==> src/rtl/vram_init_seq.sv <==
// vram_init_seq: table-driven VRAM fill sequencer followed by a vsync-paced
// scroll register writer.
// Ports:
//   clk, rst             clock, asynchronous active-high reset
//   start                pulse, re-runs the sequence from IDLE or SCROLL
//   vsync                frame sync (synchronous to clk)
//   reg_valid/base/len/mode/seed/step  packed per-region fill descriptors
//   busy, done           status (DELAY/FILL, SCROLL)
//   mem_en, mem_we, mem_addr, mem_din, mem_ready  write request with backpressure
module vram_init_seq #(
    parameter int unsigned       NUM_REGIONS     = 8,
    parameter int unsigned       ADDR_W          = 32,
    parameter int unsigned       DATA_W          = 32,
    parameter int unsigned       CNT_W           = 16,
    parameter int unsigned       STARTUP_DELAY   = 100,
    parameter bit                AUTO_START      = 1'b1,
    parameter logic [ADDR_W-1:0] SCROLL_ADDR     = ADDR_W'(32'h0600_028F),
    parameter logic [DATA_W-1:0] SCROLL_FLAGS    = DATA_W'(32'h8000_0000),
    parameter int unsigned       FRAMES_PER_STEP = 4
) (
    input  logic                          clk,
    input  logic                          rst,
    input  logic                          start,
    input  logic                          vsync,
    input  logic [NUM_REGIONS-1:0]        reg_valid,
    input  logic [NUM_REGIONS*ADDR_W-1:0] reg_base,
    input  logic [NUM_REGIONS*CNT_W-1:0]  reg_len,
    input  logic [NUM_REGIONS*2-1:0]      reg_mode,
    input  logic [NUM_REGIONS*DATA_W-1:0] reg_seed,
    input  logic [NUM_REGIONS*CNT_W-1:0]  reg_step,
    output logic                          busy,
    output logic                          done,
    output logic                          mem_en,
    output logic                          mem_we,
    output logic [ADDR_W-1:0]             mem_addr,
    output logic [DATA_W-1:0]             mem_din,
    input  logic                          mem_ready
);

    localparam int unsigned RIDX_W   = (NUM_REGIONS > 1) ? $clog2(NUM_REGIONS) : 1;
    localparam int unsigned DLY_W    = (STARTUP_DELAY > 1) ? $clog2(STARTUP_DELAY) : 1;
    localparam int unsigned DLY_LAST = (STARTUP_DELAY > 0) ? STARTUP_DELAY - 1 : 0;
    localparam int unsigned FC_W     = (FRAMES_PER_STEP > 1) ? $clog2(FRAMES_PER_STEP) : 1;
    localparam int unsigned FC_LAST  = (FRAMES_PER_STEP > 0) ? FRAMES_PER_STEP - 1 : 0;

    localparam logic [RIDX_W-1:0] LAST_REGION = RIDX_W'(NUM_REGIONS - 1);
    localparam logic [1:0] MODE_CONST = 2'd0;
    localparam logic [1:0] MODE_INC   = 2'd1;
    localparam logic [1:0] MODE_DIV   = 2'd2;
    localparam logic [1:0] MODE_MOD   = 2'd3;

    typedef enum logic [1:0] {S_IDLE, S_DELAY, S_FILL, S_SCROLL} state_t;
    localparam state_t RUN_STATE = (STARTUP_DELAY == 0) ? S_FILL : S_DELAY;

    state_t              state, state_d;
    logic                auto_pend;
    logic [DLY_W-1:0]    dly_cnt;
    logic [RIDX_W-1:0]   ridx;
    logic                active;
    logic [CNT_W-1:0]    remain;
    logic [1:0]          mode_q;
    logic [CNT_W-1:0]    step_q;
    logic [DATA_W-1:0]   seed_q;
    logic [CNT_W-1:0]    sub_cnt;
    logic                vsync_q;
    logic [FC_W-1:0]     frame_cnt;
    logic [8:0]          scroll_x;
    logic [7:0]          scroll_y;

    logic                cur_valid;
    logic [ADDR_W-1:0]   cur_base;
    logic [CNT_W-1:0]    cur_len;
    logic [1:0]          cur_mode;
    logic [DATA_W-1:0]   cur_seed;
    logic [CNT_W-1:0]    cur_step;
    logic                cur_use;
    logic                accept;
    logic                last_region;
    logic                fill_exit;
    logic [DATA_W-1:0]   din_next;
    logic [CNT_W-1:0]    sub_next;
    logic [CNT_W-1:0]    sub_inc;
    logic                vs_rise;
    logic                step_now;
    logic [8:0]          x_new;
    logic [7:0]          y_new;
    logic [DATA_W-1:0]   scroll_data;

    assign mem_we = mem_en;

    // Descriptor of the region currently being evaluated.
    always_comb begin
        cur_valid = 1'b0;
        cur_base  = '0;
        cur_len   = '0;
        cur_mode  = MODE_CONST;
        cur_seed  = '0;
        cur_step  = '0;
        for (int unsigned i = 0; i < NUM_REGIONS; i++) begin
            if (ridx == RIDX_W'(i)) begin
                cur_valid = reg_valid[i];
                cur_base  = reg_base[i*ADDR_W +: ADDR_W];
                cur_len   = reg_len[i*CNT_W +: CNT_W];
                cur_mode  = reg_mode[i*2 +: 2];
                cur_seed  = reg_seed[i*DATA_W +: DATA_W];
                cur_step  = reg_step[i*CNT_W +: CNT_W];
            end
        end
    end

    assign cur_use     = cur_valid && (cur_len != '0);
    assign accept      = mem_en && mem_ready;
    assign last_region = (ridx == LAST_REGION);
    assign fill_exit   = (state == S_FILL) && last_region &&
                         ((!active && !cur_use) ||
                          (active && accept && (remain == CNT_W'(1))));

    // Next data word from running counters; step 0 pins DIV/MOD to the seed.
    always_comb begin
        din_next = mem_din;
        sub_next = sub_cnt;
        sub_inc  = sub_cnt + CNT_W'(1);
        unique case (mode_q)
            MODE_CONST: din_next = mem_din;
            MODE_INC:   din_next = mem_din + DATA_W'(step_q);
            MODE_DIV: begin
                if (step_q != '0) begin
                    if (sub_inc == step_q) begin
                        sub_next = '0;
                        din_next = mem_din + DATA_W'(1);
                    end else begin
                        sub_next = sub_inc;
                    end
                end
            end
            MODE_MOD: begin
                if (step_q != '0) begin
                    if (sub_inc == step_q) begin
                        sub_next = '0;
                        din_next = seed_q;
                    end else begin
                        sub_next = sub_inc;
                        din_next = mem_din + DATA_W'(1);
                    end
                end
            end
            default: din_next = mem_din;
        endcase
    end

    // Scroll edge detect and post-edge counter values.
    assign vs_rise     = vsync && !vsync_q;
    assign step_now    = (frame_cnt == FC_W'(FC_LAST));
    assign x_new       = step_now ? scroll_x + 9'd1 : scroll_x;
    assign y_new       = step_now ? scroll_y + 8'd1 : scroll_y;
    assign scroll_data = SCROLL_FLAGS | DATA_W'({x_new, 8'h00}) | DATA_W'(y_new);

    // State register.
    always_ff @(posedge clk or posedge rst) begin
        if (rst) state <= S_IDLE;
        else     state <= state_d;
    end

    // Next-state logic.
    always_comb begin
        state_d = state;
        unique case (state)
            S_IDLE:   if (start || auto_pend) state_d = RUN_STATE;
            S_DELAY:  if (dly_cnt == DLY_W'(DLY_LAST)) state_d = S_FILL;
            S_FILL:   if (fill_exit) state_d = S_SCROLL;
            S_SCROLL: if (start) state_d = RUN_STATE;
            default:  state_d = S_IDLE;
        endcase
    end

    // Datapath, counters and registered outputs.
    always_ff @(posedge clk or posedge rst) begin
        if (rst) begin
            auto_pend <= AUTO_START;
            dly_cnt   <= '0;
            ridx      <= '0;
            active    <= 1'b0;
            remain    <= '0;
            mode_q    <= MODE_CONST;
            step_q    <= '0;
            seed_q    <= '0;
            sub_cnt   <= '0;
            vsync_q   <= 1'b0;
            frame_cnt <= '0;
            scroll_x  <= '0;
            scroll_y  <= '0;
            busy      <= 1'b0;
            done      <= 1'b0;
            mem_en    <= 1'b0;
            mem_addr  <= '0;
            mem_din   <= '0;
        end else begin
            vsync_q <= vsync;
            busy    <= (state_d == S_DELAY) || (state_d == S_FILL);
            done    <= (state_d == S_SCROLL);
            if (state == S_IDLE) auto_pend <= 1'b0;

            if (state == S_DELAY) dly_cnt <= dly_cnt + DLY_W'(1);
            else                  dly_cnt <= '0;

            unique case (state)
                S_FILL: begin
                    if (!active) begin
                        // Entry cycle: latch descriptor or skip the region.
                        if (cur_use) begin
                            active   <= 1'b1;
                            remain   <= cur_len;
                            mode_q   <= cur_mode;
                            step_q   <= cur_step;
                            seed_q   <= cur_seed;
                            sub_cnt  <= '0;
                            mem_en   <= 1'b1;
                            mem_addr <= cur_base;
                            mem_din  <= cur_seed;
                        end else if (!last_region) begin
                            ridx <= ridx + RIDX_W'(1);
                        end
                    end else if (accept) begin
                        mem_addr <= mem_addr + ADDR_W'(1);
                        mem_din  <= din_next;
                        sub_cnt  <= sub_next;
                        remain   <= remain - CNT_W'(1);
                        if (remain == CNT_W'(1)) begin
                            active <= 1'b0;
                            mem_en <= 1'b0;
                            if (!last_region) ridx <= ridx + RIDX_W'(1);
                        end
                    end
                end
                S_SCROLL: begin
                    if (start) begin
                        mem_en    <= 1'b0;
                        frame_cnt <= '0;
                    end else if (vs_rise) begin
                        // A newer edge overwrites any still-pending write.
                        if (step_now) begin
                            frame_cnt <= '0;
                            scroll_x  <= x_new;
                            scroll_y  <= y_new;
                        end else begin
                            frame_cnt <= frame_cnt + FC_W'(1);
                        end
                        mem_en   <= 1'b1;
                        mem_addr <= SCROLL_ADDR;
                        mem_din  <= scroll_data;
                    end else if (accept) begin
                        mem_en <= 1'b0;
                    end
                end
                default: begin
                end
            endcase

            if ((state != S_FILL) && (state_d == S_FILL)) begin
                ridx   <= '0;
                active <= 1'b0;
            end
        end
    end

endmodule

==> config.mk <==
export PLATFORM = sky130hd
export DESIGN_NAME = vram_init_seq
export DESIGN_NICKNAME = d
export VERILOG_FILES = /design/src/rtl/vram_init_seq.sv
export SDC_FILE = /design/constraint.sdc
export NUM_CORES = 1
export LEC_CHECK = 0
export CAP_MARGIN = 20
export CORE_AREA = 2 2 336 338
export CTS_BUF_LIST = sky130_fd_sc_hd__clkbuf_4 sky130_fd_sc_hd__clkbuf_8
export DETAILED_ROUTE_END_ITERATION = 10
export DIE_AREA = 0 0 338 340
export GPL_ROUTABILITY_DRIVEN = 1
export SLEW_MARGIN = 20
export SYNTH_ARGS = -nofsm -noshare
export SYNTH_HDL_FRONTEND = slang
export SYNTH_SLANG_ARGS = --single-unit
==> constraint.sdc <==
create_clock -name clk -period 7.7 [get_ports clk]
set_input_delay 1.54 -clock clk [delete_from_list [all_inputs] [get_ports clk]]
set_output_delay 1.54 -clock clk [all_outputs]
set_load 0.005 [all_outputs]
* Word-level counts from Yosys, hierarchy flattened *
Cells that the tools add are included.

operators by class
  $add $sub $neg = 10
  $mul = 0
  div/mod/pow operators = 0
  $lt $le $gt $ge = 0
  eq/ne operators = 37
  shift-type cells = 0
  multiplexer cells = 106
  bitwise gates (word level) = 3
  reduce and logical (&&, ||, !) cells = 34

operators by type and width
  cell                   count
  $mux 32                30
  $mux 16                25
  $pmux 32 s2            2
  $pmux 32 s3            1
  $add 32x1->32 const B  2
  $add 32x16->32         1
  $or 32x8->32           1
  $reduce_bool 16->1     2
  $mux 2                 15
  $mux 1                 21
  $mux 3                 7
  $add 16x1->16 const B  1
  $eq 16x1->1 const B    1
  $eq 16x16->1           1
  $ne 4x4->1 const B     4
  $sub 16x1->16 const B  1
  $reduce_and 5->1       3
  $eq 2x2->1 const B     7
  $eq 3x3->1 const B     4
  $add 9x1->9 const B    1
  $logic_and 1x1->1      9
  $mux 9                 1
  $ne 3x3->1 const B     3
  $reduce_and 9->1       1
  26 further kinds       46

storage, ports and cells
  register bits after elaboration = 183
  bits in latches = 0
  memory bits (writable) = 0
  memory bits (read-only) = 0
  output and inout bits = 68
  word-level logic and storage cells = 209
  memories = 0

* Logic depth before layout (Yosys ltp) *
  depth in word-level cells = 21
  depth in mapped cells = 19
  depth with buffers taken out = 14

* Least setup slack after synthesis *
No wires, ideal clock.

  path type = input to register
  start point = input reg_len[87]
  end point = register mem_din[31]
  library setup time = 0.126 ns
  arrival = 3.892 ns
  setup slack = 3.682 ns
  cell stages on the path = 11
  path buffers = 2
  cell sequence = a21o_1 a221o_1 o31ai_2 nand3_1 or4_1 o21a_1 buf_6 o211a_1 buf_6 a41o_1 a221o_1

on the way
  cells in the longest elaborated chain, start to end = 7

RTL lines
  item                        RTL line  source
  from (decl)                 27        input logic [NUM_REGIONS*CNT_W-1:0] reg_len,
  $mux 16 (3 in series)       100       if (ridx == RIDX_W'(i)) begin
  $reduce_bool 16->1          111       assign cur_use = cur_valid && (cur_len != '0);
  $logic_and 1x1->1           111
  $ne 3x3->1 (no line)        -
  $reduce_and 9->1 (no line)  -
  to (signal assigned)        219       mem_din <= cur_seed;
  to (signal assigned)        225       mem_din <= din_next;
  to (signal assigned)        250       mem_din <= scroll_data;
  to (decl)                   36        output logic [DATA_W-1:0] mem_din,

Every way passes these cells.
A chain may end at the register's enable or synchronous reset.

* Final worst setup path *
  start point = register ridx[2]
  end point = register mode_q[1]

on the way
  cells in the longest elaborated chain, start to end = 12
  elaborated cells on any way between the ends = 35

RTL lines
  item                        RTL line  source
  from (decl)                 58        logic [RIDX_W-1:0] ridx;
  from (signal assigned)      221       ridx <= ridx + RIDX_W'(1);
  from (signal assigned)      231       if (!last_region) ridx <= ridx + RIDX_W'(1);
  $logic_not 3->1             100
  $mux 16 (8 in series)       100
  $reduce_bool 16->1          111
  $logic_and 1x1->1           111
  $reduce_and 3->1 (no line)  -
  to (signal assigned)        213       mode_q <= cur_mode;
  to (decl)                   61        logic [1:0] mode_q;

Parallel ways exist; a longest one is shown, timed or not.

==> metrics.md <==
| Metric | Value |
|---|---|
| Number of DRC markers in iteration 0 | between 2k and 2.5k |
| Drt pass-1 iters | 6 |
| Max Buffers Root-to-Sink | 2 |
| Commonest non-fill, non-tap cell in the layout | clkdlybuf4s50_1 |
| Setup tns final | 0 ps |
| Routability Congestion | 0.985 |
| Initial Utilization | 0.169 |
| CTS root buffer | clkbuf_8 |
| Number of port buffers | approximately 860 |
| Crit path required time | a little over 8000 ps |
| Crit path capture type | flop |
| Netlist cell types | between 80 and 90 |
| Post-synthesis async set-or-reset flop share | 1.00 |
| Vias | between 20k and 30k |
| MaxCap Viol Count | 0 |
| Post-synthesis adder-cell area fraction | 0.0230 |
| Hold Crit Start | auto_pend$_DFFE_PP1N_ |
| Chip width | 338 microns |
| Post-synthesis simple-gate area fraction | 0.220 |
| Slack of the worst reg-to-reg path | 2530 ps |
| Main combinational cell family by area after synthesis | compound AO/OA/AOI/OAI gates |
| PostCTS Resize Cnt | 0 |
| # Post-CTS Setup Buffers | 0 |
| Setup Slack @ Placement | 2360 ps |
| Setup Skew | roughly 21 ps |
| Worst R2R End | mode_q[1]$_DFFE_PP0P_ |
| Final Cycle Share | 0.671 |
| Post-synthesis mux area share | 0.0187 |
| TritonCTS clock tree | yes |
| CP startpoint kind | flop |
| Rel. slew slack | 0.226 |
| Share of cells above drive strength 1 | 0.0497 |
| Avg WL per Cell | slightly above 30 microns |
| Cells on worst reg2reg path | 12 |
| Mapped Nets | between 3k and 4k |
| H-tree levels | 4 |
| Post-route ant nets | 0 |
| Die ar. | 115,000 sq um |
| Seq cells post-synth | around 180 |
| Worst VDD drop | 0.266 mV |
| Clk slew on worst S/H paths | about 120 ps |
| RSZ-0062 raised after global routing | false |
| Top FF cell, synth | dfrtp_1 |
| Grt total ovfl | 0 |
| Max-slew violation count | 0 |
| Worst hold stages | 1 |
| Seq/Total Area, Yosys | 0.243 |
| Most frequent cells in the layout | 864 x clkdlybuf4s50_1, 301 x nand2_1, 293 x o21ai_0 |
| Outcome | completed |
| Finish-stage setup viols | 0 |
| Vias in the first global route | 24.1k |
| Post-synth top area share | 0.242 |
| Hold EP | auto_pend$_DFFE_PP1N_ |
| Core Box Area | 112,000 sq um |
| Post-Synth XOR/XNOR Area | 0.0409 |
| Post-synth EDFFs | 0 |
| PD cells | between 300 and 400 nW/um^2 |
| WS Path Type | reg2reg |
| P&R area growth vs syn | 56.4% |
| Vias per cell | 5.20 |
| CTS Hold Bufs | 0 |
| CP Launch Point | ridx[2]$_DFFE_PP0P_ |
| Leakage power | roughly 11 nW |
| FMAX | roughly 190 MHz |
| Hold Violations, Final | 0 |
| Final WS setup | roughly 2500 ps |
| Worst skew pair latency | between 500 and 600 ps |
| Global-route wire length before repair | about 200,000 microns |
| Synth Area in Compound Gates | 0.385 |
| Boundary pin count | 865 |
| Slew @ Worst Pin | around 1200 ps |
| Syn Inst Count | 2,646 |
| Clk sinks | between 150 and 200 |
| Total track usage | 0.249 |
| Synth area leader | dfrtp_1 |
| Cell row count | 123 |
| Hold WC Path Type | reg2reg |
| Largest net degree at the start of global routing | slightly above 90 |
| Synth area leaders | dfrtp_1 24%, o21ai_0 7.9%, a21oi_1 7.0%, nand2_1 6.1%, nor2_1 4.9% |
| Antenna violations before repair | 73 |
| Max FO, Critical Path | 57 |
| Final min period | ~5200 ps |
| Synth warn | 0 |
| Final net count | roughly 4.2k |
| Residual DRC | 0 |
| Mean cell area of the mapped netlist | roughly 7.1 sq um |
| Mapped Area | between 15,000 and 20,000 sq um |
| RR Startpoint | ridx[2]$_DFFE_PP0P_ |
| Critical path arrival | 5600 ps |
| Die H | 340 microns |
| Num CTS Buffers | 17 |
| Routed WL | ~150,000 microns |
| DP Wirelength | between 100,000 and 150,000 microns |
## worst max-delay path, stage by stage, from the launching register on
cell      delay (ps)
dfrtp_2          420
inv_1            490
ha_4             550
nor2b_1          750
a221oi_1         220
a31oi_1          430
or2_1            160
or4_1            120
o21a_1           500
nand2_4          530
buf_4            460
a211oi_1         260
a21oi_1           70
## registers in the layout (all words and copies together) (netlist names), 2 cells and up
name       cells
ridx           3
mode_q         2
mem_addr      32
dly_cnt        7
scroll_x       9
state          2
frame_cnt      2
scroll_y       8
step_q        16
mem_din       32
remain        16
sub_cnt       16
seed_q        32
## report_power, final
part	switching [W]	internal (W)	total, W
logic	0.00531	0.00293	0.00824
registers	0.000556	0.00131	0.00186
clock network	0.000430	0.000281	0.000711
total	0.00630	0.00452	0.0108
## Yosys cell counts, types with 7 or more instances
cell type  count
o22ai_1       19
o221ai_1      13
buf_4          7
a2bb2oi_1     13
o211ai_1      64
o31ai_1       50
nor4_1        23
nor3b_1       14
nand2_1      306
a221oi_1      94
buf_2         50
a21oi_1      264
nand2b_1      21
a31oi_1       40
mux2i_1       15
a221o_1       18
dfrtp_1      182
buf_1         21
mux2_2        18
nand3b_1      19
inv_1         63
clkbuf_1     170
a311oi_1      34
nor3_1        45
nand4_1       39
nor2b_1       30
or3_1         14
nor2_1       244
and3_1        20
a211oi_1      32
a21o_1        25
xor2_1        29
nand3_1       57
and2_1        21
o311ai_0      53
o21ai_0      296
ha_1          33
xnor2_1       59
o2111ai_1      7
o21a_1         7
a22oi_1        8
## worst max path at each step
| stage | endpoint | slack (ps) | cells after the start |
|---|---|---|---|
| 2_1_floorplan | active$_DFFE_PP0P_ | 1190 | 1 |
| 3_3_place_gp | step_q[1]$_DFFE_PP0P_ | 2370 | 11 |
| 3_5_place_dp | mode_q[1]$_DFFE_PP0P_ | 2360 | 11 |
| 4_1_cts | mode_q[1]$_DFFE_PP0P_ | 2650 | 14 |
| 5_1_grt | mode_q[1]$_DFFE_PP0P_ | 2270 | 12 |
| 6_report | mode_q[1]$_DFFE_PP0P_ | 2530 | 12 |
## per-layer routing
metal / vias up / share of wire / GRT usage
li1: 11424 / - / -
met1: 12528 / 0.40 / 0.312
met2: 1274 / 0.46 / 0.398
met3: 200 / 0.090 / 0.0676
met4: 22 / 0.043 / 0.110
met5: - / 0.00098 / 0
## metrics by stage
| stage | std cells | hold WS [ps] | power (W) | util | instance area (sq um) |
|---|---|---|---|---|---|
| 2_1_floorplan | 2646 | 433 | 0.00585 | - | 18800 |
| 3_3_place_gp | 4829 | 448 | 0.0101 | 0.260 | 29000 |
| 3_5_place_dp | 4830 | 453 | 0.0101 | 0.260 | 29000 |
| 4_1_cts | 4862 | 469 | 0.0109 | 0.263 | 29400 |
| 5_1_grt | 4890 | 476 | 0.0115 | 0.264 | 29400 |
| 6_report | 4896 | 469 | 0.0108 | 0.264 | 29500 |
## cells by family (layout without fill, tap and decap cells)
group	after synthesis	in the layout
DFF	183	183
xor gates and xnor gates	88	88
and+or+nand+nor	887	887
buffers and inverters	318	1034
other	0	34
adders and majority gates	34	34
muxes	33	33
AOI/OAI and AO/OA	1103	1103
## final cells by class
| cell class | count | area, sq um |
|---|---|---|
| Fill cell | 12274 | 82100 |
| Tap cell | 1500 | 1880 |
| Timing Repair Buffer | 935 | 9210 |
| Antenna cell | 34 | 85.1 |
| Clock buffer | 20 | 269 |
| Clock inverter | 12 | 115 |
| Multi-Input combinational cell | 2145 | 13100 |
| Inverter | 67 | 256 |
| Sequential cell | 183 | 4580 |
Note: power is estimated with default switching activity, not from simulation.
